<file path="src/rtl/rf_wb_arb_pkg.sv">
// Shared definitions for the register-file write-back arbiter.
// Holds the FSM state type, the requester IDs and the register-file geometry
// (data and address widths), which are also used by the register file itself.
package rf_wb_arb_pkg;

  // Register-file geometry: 2^RF_AW registers of RF_DW bits each.
  localparam int unsigned RF_DW = 32;
  localparam int unsigned RF_AW = 5;

  // Requester IDs. These also index the arbiter's valid and grant vectors.
  localparam logic REQ_A = 1'b0;
  localparam logic REQ_B = 1'b1;

  typedef enum logic {
    StRun,
    StClear
  } state_e;

endpackage

</file>
<file path="src/rtl/rf_wb_arb_rr.sv">
// rr_arb2: 2-way round-robin arbiter with a one-hot grant output.
// Ports:
//   valid  in  2  request vector, indexed by requester ID
//   prio   in  1  ID of the requester that wins a tie
//   en     in  1  grant enable; both grants are 0 when low
//   gnt    out 2  one-hot (or zero) grant vector, indexed by requester ID
module rr_arb2
  import rf_wb_arb_pkg::*;
(
  input  logic [1:0] valid,
  input  logic       prio,
  input  logic       en,
  output logic [1:0] gnt
);

  // A lone requester always wins; on a tie the prio holder wins.
  assign gnt[REQ_A] = en & valid[REQ_A] & (~valid[REQ_B] | (prio == REQ_A));
  assign gnt[REQ_B] = en & valid[REQ_B] & (~valid[REQ_A] | (prio == REQ_B));

endmodule

</file>
<file path="src/rtl/rf_wb_arb.sv">
// rf_wb_arb: write-back arbiter and clear sequencer for the register file's
// single write port. Two requesters (A: ALU, B: load) are arbitrated
// round-robin. A clear sweep zeroes registers 1..2^AW-1 on request and,
// optionally, after reset, because the register file itself has no reset.
// Ports:
//   clk, rst                    clock, synchronous active-high reset
//   clr_req / clr_busy          clear-sweep request (RUN only) / sweep active
//   a_valid/a_ready/a_addr/a_data  requester A handshake and payload
//   b_valid/b_ready/b_addr/b_data  requester B handshake and payload
//   rf_we/rf_rw/rf_wd           registered register-file write port
//   last_b                      most recent grant went to B
module rf_wb_arb
  import rf_wb_arb_pkg::*;
#(
  parameter int unsigned DW         = RF_DW,
  parameter int unsigned AW         = RF_AW,
  parameter bit          CLR_ON_RST = 1'b1
) (
  input  logic          clk,
  input  logic          rst,
  input  logic          clr_req,
  output logic          clr_busy,
  input  logic          a_valid,
  output logic          a_ready,
  input  logic [AW-1:0] a_addr,
  input  logic [DW-1:0] a_data,
  input  logic          b_valid,
  output logic          b_ready,
  input  logic [AW-1:0] b_addr,
  input  logic [DW-1:0] b_data,
  output logic          rf_we,
  output logic [AW-1:0] rf_rw,
  output logic [DW-1:0] rf_wd,
  output logic          last_b
);

  localparam logic [AW-1:0] CntFirst = AW'(1);
  localparam logic [AW-1:0] CntLast  = {AW{1'b1}};

  state_e        state_q, state_d;
  logic [AW-1:0] cnt_q, cnt_d;
  logic          pend_clr_q, pend_clr_d;
  logic          prio_q, prio_d;
  logic          rf_we_q, rf_we_d;
  logic [AW-1:0] rf_rw_q, rf_rw_d;
  logic [DW-1:0] rf_wd_q, rf_wd_d;
  logic          last_b_q, last_b_d;

  logic          clr_start;
  logic          arb_en;
  logic [1:0]    gnt;

  // A clear start makes the current RUN cycle dead: nobody is granted.
  assign clr_start = clr_req | pend_clr_q;
  assign arb_en    = (state_q == StRun) & ~clr_start;

  rr_arb2 u_arb (
    .valid ({b_valid, a_valid}),
    .prio  (prio_q),
    .en    (arb_en),
    .gnt   (gnt)
  );

  assign a_ready  = gnt[REQ_A];
  assign b_ready  = gnt[REQ_B];
  assign clr_busy = (state_q == StClear);
  assign rf_we    = rf_we_q;
  assign rf_rw    = rf_rw_q;
  assign rf_wd    = rf_wd_q;
  assign last_b   = last_b_q;

  always_comb begin
    state_d    = state_q;
    cnt_d      = cnt_q;
    pend_clr_d = pend_clr_q;
    prio_d     = prio_q;
    rf_we_d    = 1'b0;
    rf_rw_d    = rf_rw_q;
    rf_wd_d    = rf_wd_q;
    last_b_d   = last_b_q;
    unique case (state_q)
      StRun: begin
        if (clr_start) begin
          state_d    = StClear;
          cnt_d      = CntFirst;
          pend_clr_d = 1'b0;
        end else if (gnt[REQ_A]) begin
          // Writes to register 0 handshake normally but are dropped.
          rf_we_d  = (a_addr != '0);
          rf_rw_d  = a_addr;
          rf_wd_d  = a_data;
          prio_d   = REQ_B;
          last_b_d = 1'b0;
        end else if (gnt[REQ_B]) begin
          rf_we_d  = (b_addr != '0);
          rf_rw_d  = b_addr;
          rf_wd_d  = b_data;
          prio_d   = REQ_A;
          last_b_d = 1'b1;
        end
      end
      StClear: begin
        rf_we_d = 1'b1;
        rf_rw_d = cnt_q;
        rf_wd_d = '0;
        if (cnt_q == CntLast) begin
          // Terminate instead of wrapping; leave cnt ready for the next sweep.
          state_d = StRun;
          cnt_d   = CntFirst;
        end else begin
          cnt_d = cnt_q + CntFirst;
        end
      end
      default: state_d = StRun;
    endcase
  end

  always_ff @(posedge clk) begin
    if (rst) begin
      state_q    <= StRun;
      cnt_q      <= CntFirst;
      pend_clr_q <= CLR_ON_RST;
      prio_q     <= REQ_A;
      rf_we_q    <= 1'b0;
      rf_rw_q    <= '0;
      rf_wd_q    <= '0;
      last_b_q   <= 1'b0;
    end else begin
      state_q    <= state_d;
      cnt_q      <= cnt_d;
      pend_clr_q <= pend_clr_d;
      prio_q     <= prio_d;
      rf_we_q    <= rf_we_d;
      rf_rw_q    <= rf_rw_d;
      rf_wd_q    <= rf_wd_d;
      last_b_q   <= last_b_d;
    end
  end

endmodule

</file>
<file path="config.mk">
export PLATFORM = sky130hd
export DESIGN_NAME = rf_wb_arb
export DESIGN_NICKNAME = d
export VERILOG_FILES = /design/src/rtl/rf_wb_arb_pkg.sv /design/src/rtl/rf_wb_arb_rr.sv /design/src/rtl/rf_wb_arb.sv
export SDC_FILE = /design/constraint.sdc
export NUM_CORES = 1
export LEC_CHECK = 0
export CORE_UTILIZATION = 60
export CTS_CLUSTER_SIZE = 30
export DETAILED_ROUTE_END_ITERATION = 7
export DONT_BUFFER_PORTS = 1
export MAX_ROUTING_LAYER = met4
export PLACE_DENSITY_LB_ADDON = 0.05
export SYNTH_ARGS = -nofsm -noshare
export SYNTH_HDL_FRONTEND = slang
export SYNTH_SLANG_ARGS = --single-unit
</file>
<file path="constraint.sdc">
create_clock -name clk -period 2.77 [get_ports clk]
set_input_delay 0.554 -clock clk [delete_from_list [all_inputs] [get_ports clk]]
set_output_delay 0.554 -clock clk [all_outputs]
set_load 0.02 [all_outputs]
</file>
==> qor.tcl, run 1 <==
set qor(cell_chosen_for_the_clock_root) {clkbuf_8}
set qor(synth-async-reset-ratio_pct) 0
set qor(swShare_pct) 27.4
set qor(dpl-instance-area_sq_mm) 0.00240
set qor(max_freq_ghz) 0.483
set qor(finalWirelength_microns) 5890
set qor(utilization_pct) 65.8
set qor(synth-seq-cells) 47
set qor(fin_crit_sh_pct) 74.7
set qor(slowest_stage) {dfxtp_2}
set qor(leakagePower_nw) 0.807
set qor(gp_congestion) 0.893
set qor(critical-path-top-delay-family) {simple AND/OR/NAND/NOR gates}
set qor(routed_via_density) 6.66
set qor(syn-mean-instance-area_sq_um) 8.66
set qor(worst-endpoint-arrival_ns) 1.52
set qor(fraction_of_final_layout_cells_with_drive_strength_greater_than_1_pct) 8.65
set qor(cap_violations) 0
set qor(path_clk_slew_ns) 0.08
set qor(synth.yosys.seq_area_share_pct) 38.9
set qor(wl_per_cell_microns) 18.8
set qor(critical_path.startpoint_type) {register}
set qor(worst-r2r-cell-count) 4
set qor(synth-warning-count) 0
set qor(cts-resized-gates) 0
set qor(clock_buffer_depth) 2
set qor(run_status) {finished, final reports clean}
set qor(number_of_setup_buffers_added_after_cts) 0
set qor(via_count_of_the_first_global_routing_pass) 2050
set qor(path_cells) {or3_1 -> nor2_1 -> buf_4}
set qor(postSynth.topFlopCell) {dfxtp_1}
set qor(remaining_drc_errors) 0
set qor(firstDrtPassIters) 4
set qor(power.share.sequential_pct) 58.4
set qor(finalSetupTns_ns) 0
set qor(timing.hold.worst.class) {in -> reg}
set qor(antenna_left) 0
set qor(fp-row-count) 22
set qor(core-area_sq_mm) 0.00377
set qor(layout.cells.most_common_list) {dfxtp_1 (46), nand2_1 (38), nand2b_1 (32), a211oi_1 (32), a221oi_1 (31)}
set qor(htree_num_levels) 2
set qor(final-hold-violation-count) 0
set qor(hold_ws_ns) 0.325
set qor(synth_cell_types) 34
set qor(track_usage_pct) 28.5
set qor(cts_made_buffers) 5
set qor(finish.instance_area_sq_mm) 0.00248
set qor(synthesized_net_count) 361
set qor(holdPathStages) 1
set qor(die-area_sq_mm) 0.00428
set qor(grt_first_pass_wirelength_microns) 9330
set qor(p_int_mw) 0.940
set qor(iteration_0_drc_count_of_the_detailed_router) 246
set qor(clock-sinks) 47
set qor(vias) 2092
set qor(cellPowerDensity_mw_per_mm2) 522
set qor(synth-edff-count) 0
set qor(slew_violations) 0
set qor(netlist_instances) 279
set qor(relSlewSlack_pct) 62.6
set qor(cts_hold_repair.buffers) 0
set qor(ir_drop_worst_case_vdd_mv) 0.299
set qor(timing_worst_setup_path_type) {reg -> out}
set qor(timing.final.setup_violations) 0
set qor(antenna-diode-count) 0
set qor(power_switching_mw) 0.355
set qor(global_route.overflow_total) 0
set qor(grt_setup_unrepaired) {no}
set qor(die_span_y_microns) 65.5
set qor(clock_power_share_pct) 30.9
set qor(period_needed_ns) 2.07
set qor(worstMarginPinSlew_ns) 0.561
set qor(die_span_x_microns) 65.5
set qor(end_kind) {output pin}
set qor(cts_tree) {done}
set qor(commonest_non_fill_non_tap_cell_in_the_layout) {dfxtp_1}
set qor(placement.io_buffers) 0
set qor(areaGrowthSynthToFinish_pct) 2.64
set qor(worst-endpoint-required_ns) 2.22
set qor(buf_inv_stages_crit_path) 1
set qor(initial_core_util_pct) 64.1
set qor(worst_case_clock_skew_ns) 0.00369
set qor(boundaryPins) 121
set qor(worst-path-stages) 3
set qor(grt_antenna_before_repair) 0
set qor(critical-path-max-stage-delay_ns) 0.50
set qor(critical_path_peak_fanout) 38
set qor(clk-insertion-delay-late_ns) 0.29
set qor(hpwlAfterDp_microns) 3910
set qor(grt_start_max_net_pins) 48
set qor(combinationalPowerShare_pct) 10.7
set qor(combined_area_of_all_synthesized_cells_sq_mm) 0.00242
set qor(net_count_of_the_finished_layout) 347
[layer usage]
layer / GRT usage [%] / vias up / routed length [microns]
li1: - / 1022 / -
met1: 33.3 / 975 / 2400
met2: 47.2 / 93 / 2930
met3: 8.85 / 2 / 539
met4: 8.15 / 0 / 17
met5: - / - / 0
[cells in the mapped netlist (all sizes together) (2+ instances only)]
library cell | count | area (sq um)
nand2b | 32 | 200
buf | 20 | 114
mux2i | 2 | 20.0
nand3 | 7 | 35.0
nand2 | 38 | 143
a311oi | 2 | 17.5
a211oi | 32 | 240
nor2 | 5 | 21.3
nor2b | 7 | 43.8
clkbuf | 10 | 37.5
a22oi | 2 | 15.0
or4 | 2 | 15.0
a41oi | 6 | 52.6
o21ai | 7 | 35.0
or2 | 3 | 18.8
ha | 3 | 37.5
nand4 | 5 | 31.3
nor3 | 3 | 15.0
a2111oi | 2 | 18.8
a21oi | 5 | 25.0
a221oi | 31 | 272
dfxtp | 47 | 941
[registers in the layout, summed over array words and instances, names as in the netlist]
| signal | cells |
|---|---|
| clr_busy | 1 |
| rf_rw | 5 |
| prio_q | 1 |
| pend_clr_q | 1 |
| last_b | 1 |
| cnt_q | 5 |
| rf_we | 1 |
| rf_wd | 32 |
[power by group through the flow]
stage / logic (mW) / clock network (mW) / registers (mW)
after floorplan: 0.134 / 0 / 0.760
after global placement: 0.137 / 0 / 0.772
after detailed placement: 0.139 / 0 / 0.773
after CTS: 0.139 / 0.409 / 0.757
after global routing: 0.155 / 0.434 / 0.761
final: 0.139 / 0.400 / 0.756
[logic make-up after synthesis]
logic type / synth area share [%]
muxes: 0.829
buffers and inverters: 6.42
AOI/OAI and AO/OA: 29.5
DFF: 38.9
adders and majority gates: 1.55
and+or+nand+nor: 22.8
[stage by stage]
stage | total power, mW | setup WS (ns) | std cells
after floorplan | 0.895 | 0.814 | 279
after CTS | 1.31 | 0.681 | 314
after global placement | 0.910 | 0.940 | 306
final | 1.30 | 0.701 | 314
after global routing | 1.35 | 0.555 | 314
after detailed placement | 0.912 | 0.901 | 306
[final timing paths]
kind | from | slack (ns) | end
setup / recovery | clr_busy | 0.70 | a_ready
hold / removal | rst | 0.33 | cnt_q[2]
setup reg to reg | clr_busy | 0.94 | cnt_q[3]
hold reg to reg | cnt_q[3] | 0.55 | cnt_q[3]
[cell type report]
| cell class | count | area [sq um] |
|---|---|---|
| tap | 48 | 60.1 |
| sequential | 47 | 942 |
| clock buffer | 7 | 76.3 |
| clock inverter | 1 | 5.00 |
| inverter | 1 | 3.75 |
| timing repair buffer | 9 | 67.6 |
| multi-input combinational | 201 | 1330 |
| fill | 322 | 1290 |
No activity file was read; power rests on OpenSTA's default activity.
==> run 2, diff against run 1 <==
==> constraint.sdc (replaced) <==
create_clock -name clk -period 2.05 [get_ports clk]
set_input_delay 0.41 -clock clk [delete_from_list [all_inputs] [get_ports clk]]
set_output_delay 0.41 -clock clk [all_outputs]
set_load 0.02 [all_outputs]
==> run 2 against run 1 <==
- sequential power grew 35%
- first-iteration DRC count down 41%
- global-route usage up 0.55 points
- non-clock buffer count is 5 higher
- clock skew barely moved
- die area is the same
- flip-flop and latch count stayed put
- count of clock-buffer cells in the layout stayed put
- power increased by 36%
- final area is 1.5% higher
- register-to-register slack got worse by 0.63 ns
==> qor.tcl, run 2 (synthesis results as in run 1) <==
set qor(cts_hold_repair.buffers) 0 ;# unchanged
set qor(cap_violations) 0 ;# unchanged
set qor(boundaryPins) 121 ;# unchanged
set qor(timing.final.setup_violations) 0 ;# unchanged
set qor(r2r_end) {cnt_q[0]}
set qor(firstDrtPassIters) 5 ;# +1
set qor(rrSetupSlack_ns) 0.31 ;# -0.63 ns
set qor(end_kind) {output pin}
set qor(hold_ws_ns) 0.179 ;# -0.147 ns
set qor(holdPathStages) 1 ;# unchanged
set qor(power_switching_mw) 0.478 ;# +35%
set qor(worst_r2r_startpoint) {cnt_q[0]}
set qor(swShare_pct) 27.2 ;# -0.16 points
set qor(die_span_x_microns) 65.5 ;# unchanged
set qor(worstMarginPinSlew_ns) 0.388 ;# -0.174 ns
set qor(antenna-diode-count) 0 ;# unchanged
set qor(relSlewSlack_pct) 73.5 ;# +11 points
set qor(timing_startpoint_of_the_critical_path) {clr_busy}
set qor(preCtsSetupSlack_ns) 0.331 ;# -0.571 ns
set qor(antenna_left) 0 ;# unchanged
set qor(clock-sinks) 47 ;# unchanged
set qor(hold_path_startpoint) {rst}
set qor(grt_setup_unrepaired) {no}
set qor(final-hold-violation-count) 0 ;# unchanged
set qor(slowest_stage) {dfxtp_2}
set qor(critical_path_peak_fanout) 18 ;# -53%
set qor(run_status) {finished, final reports clean}
set qor(net_count_of_the_finished_layout) 352 ;# +1.4%
set qor(clk-insertion-delay-late_ns) 0.29 ;# about the same
set qor(areaGrowthSynthToFinish_pct) 4.19
set qor(routed_via_density) 6.72 ;# +0.88%
set qor(via_count_of_the_first_global_routing_pass) 2050 ;# unchanged
set qor(p_int_mw) 1.28 ;# +36%
set qor(cellPowerDensity_mw_per_mm2) 697 ;# +34%
set qor(vias) 2144 ;# +2.5%
set qor(hpwlAfterDp_microns) 4080 ;# +4.3%
set qor(fin_crit_sh_pct) 90.0
set qor(ir_drop_worst_case_vdd_mv) 0.382 ;# +28%
set qor(slew_violations) 0 ;# unchanged
set qor(cts-resized-gates) 0 ;# unchanged
set qor(worst-r2r-cell-count) 6 ;# +2
set qor(grt_first_pass_wirelength_microns) 9460 ;# +1.4%
set qor(power.share.sequential_pct) 57.9 ;# -0.5 points
set qor(timing_worst_setup_path_type) {reg -> out}
set qor(clock_buffer_depth) 2 ;# unchanged
set qor(largest_register_ffs) 32 ;# unchanged
set qor(report.power.total_mw) 1.76 ;# +36%
set qor(wl_per_cell_microns) 19.2 ;# +2.2%
set qor(die_span_y_microns) 65.5 ;# unchanged
set qor(critical_path.startpoint_type) {register}
set qor(worst-endpoint-arrival_ns) 1.43 ;# -0.09 ns
set qor(path_clk_slew_ns) 0.08 ;# about the same
set qor(remaining_drc_errors) 0 ;# unchanged
set qor(timing.hold.worst.class) {in -> reg}
set qor(commonest_non_fill_non_tap_cell_in_the_layout) {dfxtp_1}
set qor(cts_made_buffers) 5 ;# unchanged
set qor(gp_congestion) 0.825 ;# -7.6%
set qor(initial_core_util_pct) 64.1 ;# unchanged
set qor(cts_tree) {done}
set qor(period_needed_ns) 1.84
set qor(leakagePower_nw) 0.832 ;# +3.1%
set qor(global_route.overflow_total) 0 ;# unchanged
set qor(max_freq_ghz) 0.542
set qor(fraction_of_final_layout_cells_with_drive_strength_greater_than_1_pct) 10.3 ;# +1.7 points
set qor(finalWirelength_microns) 6120 ;# +3.8%
set qor(worst_case_clock_skew_ns) 0.00400 ;# +0.000304 ns
set qor(clock_power_share_pct) 30.3 ;# -0.6 points
set qor(htree_num_levels) 2 ;# unchanged
set qor(worst_hold_endpoint) {cnt_q[4]}
set qor(track_usage_pct) 29.1 ;# +0.55 points
set qor(core-area_sq_mm) 0.00377 ;# unchanged
set qor(fillerInstances) 334 ;# +3.7%
set qor(iteration_0_drc_count_of_the_detailed_router) 146 ;# -41%
set qor(layout.cells.most_common_list) {dfxtp_1 (46), nand2_1 (38), nand2b_1 (32), a211oi_1 (32), a221oi_1 (31)}
set qor(critical-path-max-stage-delay_ns) 0.42 ;# -0.08 ns
set qor(grt_antenna_before_repair) 0 ;# unchanged
set qor(utilization_pct) 66.8 ;# +1.0 points
set qor(final_setup_slack_of_the_worst_path_ns) 0.206 ;# -0.495 ns
set qor(combinationalPowerShare_pct) 11.8 ;# +1.1 points
set qor(fp-row-count) 22 ;# unchanged
set qor(number_of_setup_buffers_added_after_cts) 0 ;# unchanged
set qor(finalSetupTns_ns) 0 ;# unchanged
set qor(cell_chosen_for_the_clock_root) {clkbuf_8}
set qor(worst-endpoint-required_ns) 1.64 ;# -0.58 ns
set qor(grt_start_max_net_pins) 48 ;# unchanged
set qor(path_cells) {or3_1 -> nor2_1 -> buf_4}
set qor(placement.io_buffers) 0 ;# unchanged
set qor(die-area_sq_mm) 0.00428 ;# unchanged
-- run 2: worst max path at each step --
stage | to | slack, ns | depth (start not counted)
finish | a_ready | 0.21 | 3
global route | b_ready | 0.10 | 3
CTS | a_ready | 0.20 | 3
detailed placement | cnt_q[0] | 0.33 | 6
global placement | cnt_q[0] | 0.39 | 6
floorplan | a_ready | 0.38 | 4
-- run 2: area by class of cell --
cell class              count  area, sq um  share of cell area (%)
clock inverters             1         5.00                   0.199
well taps                  48         60.1                    2.39
clock buffers               7         76.3                    3.03
flip-flops and latches     47          942                    37.4
multi-input cells         201         1330                    52.6
inverters                   1         3.75                   0.149
repair buffers             14          105                    4.17
-- run 2: through the flow --
step,instance area [sq um],cells
CTS,2520,319
finish,2520,319
global placement,2440,311
detailed placement,2440,311
global route,2520,319
floorplan,2420,279
-- run 2: layer usage --
metal | vias up | share of wire [%] | global-route usage (%)
met4 | 0 | 1.2 | 9.51
met5 | - | 0 | -
met3 | 8 | 8.8 | 8.85
li1 | 1029 | - | -
met1 | 1020 | 40 | 34.0
met2 | 87 | 50 | 47.6
-- run 2: worst max-delay path: cells and delay by family, from the launching register on --
family	cells	cell delay [ns]
flip-flops	1	0.42
AND/OR/NAND/NOR	2	0.56
buffers and inverters	1	0.16
-- run 2: power groups by stage --
stage                     Combinational (mW)  Sequential, mW  Clock [mW]
final                                  0.207            1.02       0.533
after global routing                   0.228            1.02       0.571
after CTS                              0.206            1.02       0.544
after detailed placement               0.206            1.04           0
after global placement                 0.202            1.04           0
after floorplan                        0.182            1.03           0
==> run 3, diff against run 2 <==
--- a/config.mk
+++ b/config.mk
@@ -5,6 +5,7 @@
 export SDC_FILE = /design/constraint.sdc
 export NUM_CORES = 1
 export LEC_CHECK = 0
+export ABC_AREA = 1
 export CORE_UTILIZATION = 60
 export CTS_CLUSTER_SIZE = 30
 export DETAILED_ROUTE_END_ITERATION = 7
==> run 3 against run 2 <==
- global-route usage is 6.5 points lower
- critical path depth grew 1
- final area increased by 8.4%
- synthesized cell count grew 18%
- die area grew 8.1%
- combinational power decreased by 17%
==> qor.tcl, run 3 <==
set qor(worst-endpoint-required_ns) 1.64 ;# about the same
set qor(largest_register_ffs) 32 ;# unchanged
set qor(grt_start_max_net_pins) 41 ;# -15%
set qor(synth.cells.most_frequent) {nand2_1 (95), inv_1 (52), dfxtp_1 (47)}
set qor(yosys.cell_count.top_type) {nand2_1}
set qor(fillerInstances) 369 ;# +10%
set qor(grt_antenna_before_repair) 0 ;# unchanged
set qor(period_needed_ns) 1.85 ;# +0.00462 ns
set qor(net_count_of_the_finished_layout) 406 ;# +15%
set qor(wl_per_cell_microns) 14.0 ;# -27%
set qor(synth-seq-cells) 47 ;# unchanged
set qor(worstMarginPinSlew_ns) 0.506 ;# +0.118 ns
set qor(layout.cells.most_common_list) {nand2_1 (95), inv_1 (52), dfxtp_1 (47)}
set qor(critical_path.startpoint_type) {register}
set qor(iteration_0_drc_count_of_the_detailed_router) 74 ;# -49%
set qor(path_clk_slew_ns) 0.08 ;# about the same
set qor(worst_case_clock_skew_ns) 0.00677 ;# +0.00277 ns
set qor(postSynth.topFlopCell) {dfxtp_1}
set qor(grt_setup_unrepaired) {no}
set qor(areaGrowthSynthToFinish_pct) 4.21 ;# about the same
set qor(final_setup_slack_of_the_worst_path_ns) 0.201 ;# -0.00462 ns
set qor(cap_violations) 0 ;# unchanged
set qor(worst-endpoint-arrival_ns) 1.44 ;# about the same
set qor(final-hold-violation-count) 0 ;# unchanged
set qor(slew_violations) 0 ;# unchanged
set qor(report.power.total_mw) 1.68 ;# -4.4%
set qor(timing.hold.worst.class) {in -> reg}
set qor(remaining_drc_errors) 0 ;# unchanged
set qor(finalSetupTns_ns) 0 ;# unchanged
set qor(antenna_left) 0 ;# unchanged
set qor(synth-edff-count) 0 ;# unchanged
set qor(routed_via_density) 5.47 ;# -19%
set qor(hpwlAfterDp_microns) 3910 ;# -4.1%
set qor(htree_num_levels) 2 ;# unchanged
set qor(fp-row-count) 23 ;# +4.5%
set qor(max_freq_ghz) 0.541 ;# -0.25%
set qor(end_kind) {output pin}
set qor(cts_tree) {done}
set qor(global_route.overflow_total) 0 ;# unchanged
set qor(firstDrtPassIters) 4 ;# -1
set qor(fraction_of_final_layout_cells_with_drive_strength_greater_than_1_pct) 25.5 ;# +15 points
set qor(boundaryPins) 121 ;# unchanged
set qor(critical_path_peak_fanout) 29 ;# +11
set qor(preCtsSetupSlack_ns) 0.403 ;# +0.0725 ns
set qor(syn-mean-instance-area_sq_um) 7.98 ;# -7.8%
set qor(cellPowerDensity_mw_per_mm2) 615 ;# -12%
set qor(synth-async-reset-ratio_pct) 0 ;# unchanged
set qor(gp_congestion) 0.867 ;# +5.2%
set qor(leakagePower_nw) 1.01 ;# +21%
set qor(relSlewSlack_pct) 66.2 ;# -7.3 points
set qor(clock_buffer_depth) 2 ;# unchanged
set qor(clk-insertion-delay-late_ns) 0.29 ;# about the same
set qor(commonest_non_fill_non_tap_cell_in_the_layout) {nand2_1}
set qor(die-area_sq_mm) 0.00463 ;# +8.1%
set qor(cell_chosen_for_the_clock_root) {clkbuf_8}
set qor(synthesized_net_count) 410 ;# +14%
set qor(synth-warning-count) 0 ;# unchanged
set qor(synth_cell_types) 29 ;# -15%
set qor(die_span_x_microns) 68.1 ;# +4.0%
set qor(ir_drop_worst_case_vdd_mv) 0.449 ;# +18%
set qor(fin_crit_sh_pct) 90.2 ;# +0.23 points
set qor(vias) 2053 ;# -4.2%
set qor(via_count_of_the_first_global_routing_pass) 1756 ;# -14%
set qor(die_span_y_microns) 68.1 ;# +4.0%
set qor(track_usage_pct) 22.6 ;# -6.5 points
set qor(cts_hold_repair.buffers) 0 ;# unchanged
set qor(number_of_setup_buffers_added_after_cts) 0 ;# unchanged
set qor(timing.final.setup_violations) 0 ;# unchanged
set qor(placement.io_buffers) 0 ;# unchanged
set qor(grt_first_pass_wirelength_microns) 7690 ;# -19%
set qor(finalWirelength_microns) 5260 ;# -14%
set qor(cts-resized-gates) 0 ;# unchanged
set qor(synth.area.top_cells) {dfxtp_1 (36%), o211ai_2 (14%), nand2_1 (14%)}
set qor(cts_made_buffers) 5 ;# unchanged
set qor(timing_worst_setup_path_type) {reg -> out}
set qor(antenna-diode-count) 0 ;# unchanged
set qor(core-area_sq_mm) 0.00409 ;# +8.4%
set qor(synth.yosys.seq_area_share_pct) 35.9 ;# -3.0 points
set qor(synth.largest_area_cell) {dfxtp_1}
set qor(synthDominantCellAreaShare_pct) 35.9 ;# -3.0 points
set qor(initial_core_util_pct) 64.1 ;# about the same
set qor(clock-sinks) 47 ;# unchanged
set qor(hold_ws_ns) 0.169 ;# -0.00962 ns
set qor(netlist_instances) 328 ;# +18%
set qor(combined_area_of_all_synthesized_cells_sq_mm) 0.00262 ;# +8.3%
set qor(run_status) {finished, final reports clean}
## run 3: cell count changes after synthesis, sizes merged, moves of 32 or more
| cell | previous run | this run |
|---|---|---|
| o211ai | 0 | 33 |
| a21oi | 5 | 38 |
| nand2b | 32 | 0 |
| inv | 1 | 53 |
| nand2 | 38 | 97 |
## run 3: logic make-up after synthesis
logic type	after synthesis	synth area share (%)
buf+inv	72	12.7
flops	47	35.9
fa+ha+maj	3	1.43
xor+xnor	1	0.335
simple gates	123	19.8
compound gates	82	29.7
## run 3: worst paths after layout
path	start	to	slack, ns	cells past startpoint
max	pend_clr_q	a_ready	0.20	4
min	rst	rf_wd[4]	0.17	1
max reg2reg	pend_clr_q	rf_rw[4]	0.45	8
min reg2reg	pend_clr_q	pend_clr_q	0.46	2
## run 3: area by class of cell
class / count / area [sq um] / share of cell area, %
well taps: 50 / 62.6 / 2.29
clock inverters: 1 / 5.00 / 0.183
clock buffers: 7 / 76.3 / 2.80
multi-input cells: 209 / 1340 / 49.3
repair buffers: 8 / 97.6 / 3.58
inverters: 53 / 201 / 7.39
flip-flops and latches: 47 / 941 / 34.5
## run 3: where the power goes
group          switching [mW]  total (mW)  internal (mW)
clock network           0.288       0.528          0.240
registers              0.0411       0.979          0.938
logic                   0.110       0.171         0.0611
total                   0.439        1.68           1.24
## run 3: stage by stage
step,instance area [sq um],util [%],instances
global placement,2650,64.8,367
CTS,2730,66.7,375
floorplan,2620,-,328
detailed placement,2650,64.8,367
global route,2730,66.7,375
finish,2730,66.7,375
## run 3: critical path, stage by stage, from the launching register on
cell and delay (ns):
dfxtp_1 0.33, nor2_2 0.14, nand2_4 0.11, nor2_4 0.31, buf_12 0.26
## run 3: routing by layer
metal	track usage, %	vias to the layer above	share of wire (%)
met5	-	-	0
met2	35.5	83	46
met3	6.00	6	8.2
li1	-	1045	-
met4	7.03	0	0.84
met1	28.0	919	45
